[config.mk]
export PLATFORM = sky130hd
export DESIGN_NAME = pc_return_stack_flat
export DESIGN_NICKNAME = d
export VERILOG_FILES = /design/src/rtl/pc_return_stack_pkg.sv /design/src/rtl/pc_return_stack_if.sv /design/src/rtl/pc_return_stack_lifo_ram.sv /design/src/rtl/pc_return_stack.sv /design/src/flat_wrapper.sv
export SDC_FILE = /design/constraint.sdc
export NUM_CORES = 1
export LEC_CHECK = 0
export CAP_MARGIN = 20
export CORE_MARGIN = 1.5
export CORE_UTILIZATION = 45
export CTS_BUF_LIST = sky130_fd_sc_hd__clkbuf_4
export CTS_CLUSTER_DIAMETER = 150
export DETAILED_ROUTE_END_ITERATION = 8
export HOLD_SLACK_MARGIN = 0.05
export PLACE_DENSITY = 0.7
export SLEW_MARGIN = 40
export SYNTH_ARGS = -nofsm -noshare
export SYNTH_HDL_FRONTEND = slang
export SYNTH_HIERARCHICAL = 1
export SYNTH_SLANG_ARGS = --single-unit
[constraint.sdc]
create_clock -name clk -period 4.6 [get_ports clk]
set_clock_uncertainty 0.05 [all_clocks]
set_input_delay 0.46 -clock clk [delete_from_list [all_inputs] [get_ports clk]]
set_output_delay 0.46 -clock clk [all_outputs]
set_load 0.01 [all_outputs]
[src/rtl/pc_return_stack_pkg.sv]
// Shared defaults and helpers for the PC return-address stack.
package pc_return_stack_pkg;

    localparam int ADDR_W_DEF = 8;
    localparam int DEPTH_DEF  = 4;

    // Width of a counter that must hold the values 0..depth inclusive.
    function automatic int cnt_w(input int depth);
        return $clog2(depth + 1);
    endfunction

endpackage

[src/rtl/pc_return_stack_if.sv]
// Control/decode-side bus of the return stack: requests in, PC load path and status out.
interface pc_return_stack_if
    import pc_return_stack_pkg::*;
#(
    parameter int n     = ADDR_W_DEF,
    parameter int DEPTH = DEPTH_DEF
);
    localparam int CW = cnt_w(DEPTH);

    logic          call;
    logic          ret;
    logic [n-1:0]  pc_in;
    logic [n-1:0]  target;
    logic [n-1:0]  pc_ld_data;
    logic          pc_ld;
    logic [CW-1:0] count;
    logic          empty;
    logic          full;
    logic          overflow;
    logic          underflow;
    logic          conflict;

    // Control logic side: issues call/ret, watches the load path and status.
    modport master (
        output call, ret, pc_in, target,
        input  pc_ld_data, pc_ld, count, empty, full, overflow, underflow, conflict
    );

    // Return stack side.
    modport slave (
        input  call, ret, pc_in, target,
        output pc_ld_data, pc_ld, count, empty, full, overflow, underflow, conflict
    );
endinterface

[src/rtl/pc_return_stack_lifo_ram.sv]
// DEPTH x n register file: one synchronous write port, one combinational read port.
module lifo_ram
    import pc_return_stack_pkg::*;
#(
    parameter int n     = ADDR_W_DEF,
    parameter int DEPTH = DEPTH_DEF,
    localparam int PW   = $clog2(DEPTH)
) (
    input  logic          clk,
    input  logic          we,
    input  logic [PW-1:0] waddr,
    input  logic [n-1:0]  wdata,
    input  logic [PW-1:0] raddr,
    output logic [n-1:0]  rdata
);
    logic [n-1:0] mem [DEPTH];

    // Storage is not reset; contents are only meaningful below the count.
    always_ff @(posedge clk) begin
        if (we) mem[waddr] <= wdata;
    end

    assign rdata = mem[raddr];
endmodule

[src/rtl/pc_return_stack.sv]
// Return-address stack closing the PC load path: pushes PC+1 on call and
// loads the target, pops and loads the return address on ret.
module pc_return_stack
    import pc_return_stack_pkg::*;
#(
    parameter int n     = ADDR_W_DEF,
    parameter int DEPTH = DEPTH_DEF
) (
    input logic clk,
    input logic rst,
    pc_return_stack_if.slave bus
);
    localparam int CW = cnt_w(DEPTH);
    localparam int PW = $clog2(DEPTH);
    localparam logic [CW-1:0] FULL_CNT = CW'(DEPTH);

    logic [PW-1:0] ptr;       // index of the current top entry
    logic [CW-1:0] count;
    logic [n-1:0]  ld_data;
    logic          ld;
    logic          overflow;
    logic          underflow;
    logic          conflict;
    logic          empty;
    logic          full;
    logic          push;
    logic [PW-1:0] push_addr;
    logic [n-1:0]  ret_addr;
    logic [n-1:0]  top_data;

    assign empty = (count == '0);
    assign full  = (count == FULL_CNT);

    // Call always wins over ret, so any call is a push. Push pre-increments
    // the pointer; when full this lands on the oldest entry and overwrites it.
    assign push      = bus.call && !rst;
    assign push_addr = ptr + PW'(1);
    assign ret_addr  = bus.pc_in + n'(1);

    lifo_ram #(.n(n), .DEPTH(DEPTH)) u_ram (
        .clk   (clk),
        .we    (push),
        .waddr (push_addr),
        .wdata (ret_addr),
        .raddr (ptr),
        .rdata (top_data)
    );

    // Pointer, count, sticky flags and registered PC load outputs.
    always_ff @(posedge clk) begin
        if (rst) begin
            ptr       <= '0;
            count     <= '0;
            ld        <= 1'b0;
            ld_data   <= '0;
            overflow  <= 1'b0;
            underflow <= 1'b0;
            conflict  <= 1'b0;
        end else begin
            ld       <= 1'b0;
            conflict <= bus.call && bus.ret;
            if (bus.call) begin
                ptr     <= push_addr;
                ld      <= 1'b1;
                ld_data <= bus.target;
                if (full) overflow <= 1'b1;
                else      count    <= count + CW'(1);
            end else if (bus.ret) begin
                if (empty) begin
                    // Nothing to pop: no load, data holds its previous value.
                    underflow <= 1'b1;
                end else begin
                    ld      <= 1'b1;
                    ld_data <= top_data;
                    ptr     <= ptr - PW'(1);
                    count   <= count - CW'(1);
                end
            end
        end
    end

    assign bus.pc_ld      = ld;
    assign bus.pc_ld_data = ld_data;
    assign bus.count      = count;
    assign bus.empty      = empty;
    assign bus.full       = full;
    assign bus.overflow   = overflow;
    assign bus.underflow  = underflow;
    assign bus.conflict   = conflict;
endmodule

[src/flat_wrapper.sv]
// flat-port wrapper written by rule: the top's interface ports become plain ports
module pc_return_stack_flat import pc_return_stack_pkg::*;
#(
    parameter int n     = ADDR_W_DEF,
    parameter int DEPTH = DEPTH_DEF
)
  (clk, rst, bus_call, bus_ret, bus_pc_in, bus_target, bus_pc_ld_data, bus_pc_ld, bus_count, bus_empty, bus_full, bus_overflow, bus_underflow, bus_conflict);
  pc_return_stack_if #(.n(n), .DEPTH(DEPTH)) bus_i ();
  input logic clk;
  input logic rst;
  input wire logic [$bits(bus_i.call)-1:0] bus_call;
  input wire logic [$bits(bus_i.ret)-1:0] bus_ret;
  input wire logic [$bits(bus_i.pc_in)-1:0] bus_pc_in;
  input wire logic [$bits(bus_i.target)-1:0] bus_target;
  output wire logic [$bits(bus_i.pc_ld_data)-1:0] bus_pc_ld_data;
  output wire logic [$bits(bus_i.pc_ld)-1:0] bus_pc_ld;
  output wire logic [$bits(bus_i.count)-1:0] bus_count;
  output wire logic [$bits(bus_i.empty)-1:0] bus_empty;
  output wire logic [$bits(bus_i.full)-1:0] bus_full;
  output wire logic [$bits(bus_i.overflow)-1:0] bus_overflow;
  output wire logic [$bits(bus_i.underflow)-1:0] bus_underflow;
  output wire logic [$bits(bus_i.conflict)-1:0] bus_conflict;
  assign bus_i.call = bus_call;
  assign bus_i.ret = bus_ret;
  assign bus_i.pc_in = bus_pc_in;
  assign bus_i.target = bus_target;
  assign bus_pc_ld_data = bus_i.pc_ld_data;
  assign bus_pc_ld = bus_i.pc_ld;
  assign bus_count = bus_i.count;
  assign bus_empty = bus_i.empty;
  assign bus_full = bus_i.full;
  assign bus_overflow = bus_i.overflow;
  assign bus_underflow = bus_i.underflow;
  assign bus_conflict = bus_i.conflict;
  pc_return_stack #(.n(n), .DEPTH(DEPTH)) u_core (.clk(clk), .rst(rst), .bus(bus_i));
endmodule
### Word level (Yosys, flattened, before mapping)

Memories as Yosys holds them, arrays and structs flattened. A register that Yosys moved wholly into a read port is not among the register bits.
Index checks and enable logic that the tools add are counted.

* add/subtract/negate cells: 5
* equality and inequality tests: 3
* multiplexer cells: 17
* bitwise operators: 1
* reductions and logical operators: 9

Operator list (count)
* $mux 8: 3
* $mux 3: 4
* $mux 2: 5
* $add 8x1->8 const B: 1
* $reduce_and 3->1: 2
* $mux 1: 5
* $ne 2x2->1 const B: 2
* $reduce_and 2->1: 2
* $add 3x1->3 const B: 1
* $eq 3x3->1 const B: 1
* $logic_not 3->1: 1
* $sub 3x1->3 const B: 1
* $add 2x1->2 const B: 1
* $logic_and 1x1->1: 2
* $reduce_bool 2->1: 1
* $sub 2x1->2 const B: 1
* $logic_not 1->1: 1
* $not 1->1: 1

* bits in registers: 17
* bits in writable memories: 32
* input bits: 20
* output and inout bits: 17
* memories: 1

Memories
* u_core.u_ram.mem: depth 4, width 8, rd ports 1, clocked after Yosys merged registers in 1, wr ports 1, line pc_return_stack_lifo_ram.sv:16 `logic [n-1:0] mem [DEPTH];`

### Longest topological paths before layout

* depth in word-level cells: 6
* gate-level depth with buffers: 6

### Hierarchy

Netlist, hierarchy kept.

Modules (own cells, without submodules)
* lifo_ram: times used 1, cells each 46, area an instance 1188.6 µm², sequential area each 960.9 µm²
* pc_return_stack: times used 1, cells each 110, area an instance 968.4 µm², sequential area each 340.3 µm²

### Worst setup path before layout

Ideal clock, no wire load.

* kind: input port to flip-flop
* start point: input rst
* end point: memory u_core/u_ram/mem[0][0] (netlist bit), enable pin
* setup time: 0.385 ns
* arrival: 1.506 ns
* required time: 4.165 ns
* slack: 2.658 ns
* cell stages on the path: 3
* path buffers: 1
* path through: clkbuf_1 > nor2_1 > nor3b_1

* longest elaborated chain between the ends: 4

Ends and longest elaborated chain
* from (decl): line flat_wrapper.sv:10 `input logic rst;`
* $logic_not 1->1: line pc_return_stack.sv:36 `assign push = bus.call && !rst;`
* $logic_and 1x1->1: line pc_return_stack.sv:36
* via u_core.push: line pc_return_stack.sv:26 `logic push;`
* $mux 1: line pc_return_stack_lifo_ram.sv:20 `if (we) mem[waddr] <= wdata;`
* $mux 1 (implied by the code): line pc_return_stack_lifo_ram.sv:20
* to (decl): line pc_return_stack_lifo_ram.sv:16

The timed path passes the listed nets, and every way through them passes these cells.

### Worst setup path after layout

* start point: input bus_call
* end point: memory u_core/u_ram/mem[0][0] (netlist bit), enable pin

* longest elaborated chain between the ends: 3

Ends and longest elaborated chain
* from (decl): line flat_wrapper.sv:11 `input wire logic [$bits(bus_i.call)-1:0] bus_call;`
* $logic_and 1x1->1: line pc_return_stack.sv:36
* via u_core.push: line pc_return_stack.sv:26
* $mux 1: line pc_return_stack_lifo_ram.sv:20
* $mux 1 (implied by the code): line pc_return_stack_lifo_ram.sv:20

The timed path passes the listed nets, and every way through them passes these cells.

==> metrics.log <==
INFO  metric drv_slew = 0
INFO  metric die_height = 72.24 um
INFO  metric power.share.combinational = 0.218
INFO  metric cellPowerDensity = 361.5 nW/um^2
INFO  metric antenna_violating_nets_post_route = 0
INFO  metric route.final.wire_length = about 3.9 mm
INFO  metric cp_cell_sequence = clkdlybuf4s50_1 > inv_1 > nor2_1 > nor3b_2
INFO  metric yosysTopAreaCell = edfxtp_1
INFO  metric synth-async-reset-ratio = 0
INFO  metric vias = between 1,000 and 1,500
INFO  metric synth.top_cells.by_count = edfxtp_1, dfxtp_1, inv_1
INFO  metric cts_setup_buffers = 0
INFO  metric syn-num-nets = roughly 180
INFO  metric seq_area_frac_synth = 0.6032
INFO  metric post_cts_hold_buffer_count = 0
INFO  metric worstPathRequired = roughly 4.5 ns
INFO  metric ctsResizeCount = 0
INFO  metric wire_length_of_the_first_global_routing_pass = 6.147 mm
INFO  metric post_synth_instance_area = 2157 um^2
INFO  metric synth_cell_type_count = 36
INFO  metric cts_max_level = 2
INFO  metric setup_tns = 0 ns
INFO  metric synth_fa_ha_area_frac = 0.01508
INFO  metric timing.critical_path.arrival = approximately 2.7 ns
INFO  metric synthMuxAreaShare = 0.1357
INFO  metric crit_path_top_delay_cell = clkdlybuf4s50_1
INFO  metric synth_top_area_share = 0.4455
INFO  metric share_of_final_layout_standard_cells_stronger_than_drive_strength_1 = 0.1361
INFO  metric antenna_found_initial = 0
INFO  metric diodes = 0
INFO  metric core_region_area = ~4700 um^2
INFO  metric netlist_instances = 156
INFO  metric area.growth.synth_to_final = 19.84%
INFO  metric timing.critical_path.slowest_cell_delay = 0.95 ns
INFO  metric place.gp.congestion = between 0.7 and 0.8
INFO  metric fin_hold_ws = roughly 0.42 ns
INFO  metric status = completed
INFO  metric place.port_buffers = 36
INFO  metric maxClockFrequency = between 300 and 400 MHz
INFO  metric capturing_element_type_of_the_critical_path = register
INFO  metric post_synth.cell_area_avg = about 14 um^2
INFO  metric critical_path.startpoint_type = primary input
INFO  metric first_global_vias = ~1,300
INFO  metric yosys.area_share.simple = 0.07019
INFO  metric post_synthesis_compound_gate_area_fraction = 0.09455
INFO  metric final_min_period_over_clock_period = 0.6035
INFO  metric setup_ws = roughly 1.8 ns
INFO  metric share_seq_of_total_power = 0.580
INFO  metric nets = 212
INFO  metric synth_xor_xnor_area_share = 0.03248
INFO  metric yosys.cell_count.top_type = edfxtp_1
INFO  metric total_leakage_power = 0.8885 nW
INFO  metric top_usage_layer = met2
INFO  metric grtUsageMet3 = 0.04306
INFO  metric viasPerCell = 5.359
INFO  metric post_drt_wl_per_cell = approximately 16 um
INFO  metric gr-usage-met2 = 0.2490
INFO  metric timing_worst_setup_path_type = primary input to register
INFO  metric largest_net_degree_at_the_start_of_global_routing = 21
INFO  metric synth_enable_flop_cells = 32
INFO  metric insertion_delay = about 0.36 ns
INFO  metric ys_dominant_reg_cell = edfxtp_1
INFO  metric power.ir.vdd_worst = ~180 uV
INFO  metric clkTransAtPathRegs = 0.15 ns
INFO  metric hold_path.class = register to register
INFO  metric floorplan.die.width = 72.24 um
INFO  metric track_usage = 0.1570
INFO  metric slew-limit-headroom = 0.5033
INFO  metric clockBufferDepth = 2
INFO  metric drt_first_pass_iters = 4
INFO  metric detailedPlace.worstSlack = 1.446 ns
INFO  metric cts_tree = done
INFO  metric synth.yosys.warnings = 6
INFO  metric cap_viol_max_count = 0
INFO  metric critical_path_peak_fanout = 20
INFO  metric rsz0062_at_grt = false
INFO  metric drc = 0
INFO  metric dieArea = approximately 5200 um^2
INFO  metric netSwitchingPower = around 0.00026 W
INFO  metric timing_worst_slew_pin_value = between 0.7 and 0.8 ns
INFO  metric cts-buffers-inserted = 5
INFO  metric synth_top_family_by_area = multiplexers
INFO  metric netlist_top_cells_area = edfxtp_1, dfxtp_1, mux4_2
INFO  metric initial_core_utilization = 0.4628
INFO  metric initialDrtViolationCount = between 100 and 150
INFO  metric finalSetupViolCount = 0
INFO  metric final.min_clock_period = ~2.8 ns
INFO  metric io_pins = 37
INFO  metric global_route.overflow_total = 0
INFO  metric sw_frac_of_total = 0.2740
INFO  metric hpwlAfterDp = roughly 2.9 mm
INFO  metric cts.sink_count = 49
INFO  metric clockPowerShare = 0.202
INFO  metric clock_tree.root_cell = clkbuf_4
INFO  metric global_route.usage.met1 = 0.2108
INFO  metric num_rows = 25
INFO  metric synth.ff_latch_count = between 40 and 50
INFO  metric finalHoldViolCount = 0
INFO  metric internal_power_contribution = 0.0006784 W
[worst paths after layout]
kind                                                             from  cells past startpoint  slack [ns]                               endpoint
worst max-delay path                                         bus_call                      4        1.82       u_core/u_ram/mem[0][0]$_DFFE_PP_
worst min register to register  u_core/bus.pc_ld_data[0]$_SDFFE_PP0P_                      2        0.42  u_core/bus.pc_ld_data[0]$_SDFFE_PP0P_
worst max register to register             u_core/ptr[0]$_SDFFE_PP0P_                      2        2.52       u_core/u_ram/mem[0][0]$_DFFE_PP_
worst min-delay path            u_core/bus.pc_ld_data[0]$_SDFFE_PP0P_                      2        0.42  u_core/bus.pc_ld_data[0]$_SDFFE_PP0P_
[layout make-up]
| class | instances | area (um^2) |
|---|---|---|
| Fill cell | 402 | 2076 |
| Sequential cell | 49 | 1301 |
| Multi-Input combinational cell | 86 | 755.7 |
| Timing Repair Buffer | 36 | 360.3 |
| Tap cell | 54 | 67.56 |
| Inverter | 12 | 45.04 |
| Clock buffer | 5 | 37.54 |
| Clock inverter | 3 | 17.52 |
[flip-flops by register name, indices dropped and copies added, names as in the netlist]
| signal | cells |
|---|---|
| u_core/u_ram/mem | 32 |
| u_core/bus.underflow | 1 |
| u_core/bus.overflow | 1 |
| u_core/bus.pc_ld | 1 |
| u_core/bus.conflict | 1 |
| u_core/ptr | 2 |
| u_core/bus.count | 3 |
| u_core/bus.pc_ld_data | 8 |
[metal layers]
layer | routed length [um] | share of wire
met2 | 1822 | 0.47
met1 | 1735 | 0.45
met5 | 0 | 0
met4 | 75 | 0.019
met3 | 247 | 0.064
[layout by cell type (no fill, tap or decap), types with 2 or more instances in the layout]
cell type,count
xor2_1,4
inv_1,12
edfxtp_1,32
nor2_1,10
clkdlybuf4s50_1,36
nand2_1,2
mux2_2,9
and3b_1,2
and3_1,3
o22ai_1,2
a211oi_1,9
dfxtp_1,17
a21oi_1,9
nand3_1,4
a31oi_1,3
and2_1,3
clkbuf_4,5
xnor2_1,4
mux4_2,8
[power groups by stage]
stage | combinational [W] | clock, W | sequential [W]
CTS | 0.000205 | 0.000196 | 0.000543
global route | 0.000220 | 0.000212 | 0.000549
finish | 0.000204 | 0.000189 | 0.000542
detailed placement | 0.000204 | 0 | 0.000553
floorplan | 0.000133 | 0 | 0.000543
global placement | 0.000198 | 0 | 0.000551
[critical path, delay by kind of cell]
family        cells  cell delay, ns
buf+inv           2            1.33
simple gates      2            0.91
[cells by family (layout without fill, tap and decap cells)]
kind of cell / count (synthesis) / in the layout
adder cells (fa/ha/maj): 2 / 2
multiplexers: 18 / 18
flip-flops: 49 / 49
XOR/XNOR: 8 / 8
AND/OR/NAND/NOR: 29 / 29
buffers and inverters: 21 / 56
AO/OA/AOI/OAI: 29 / 29
[metrics by stage]
stage	utilization	cells	power (W)	cell area, um^2
floorplan	-	156	0.0006758	2157
global placement	0.5417	237	0.0007484	2525
detailed placement	0.5428	237	0.0007569	2530
CTS	0.5546	245	0.0009436	2585
global route	0.5546	245	0.0009809	2585
finish	0.5546	245	0.0009344	2585
(Power assumes the default switching activity.)
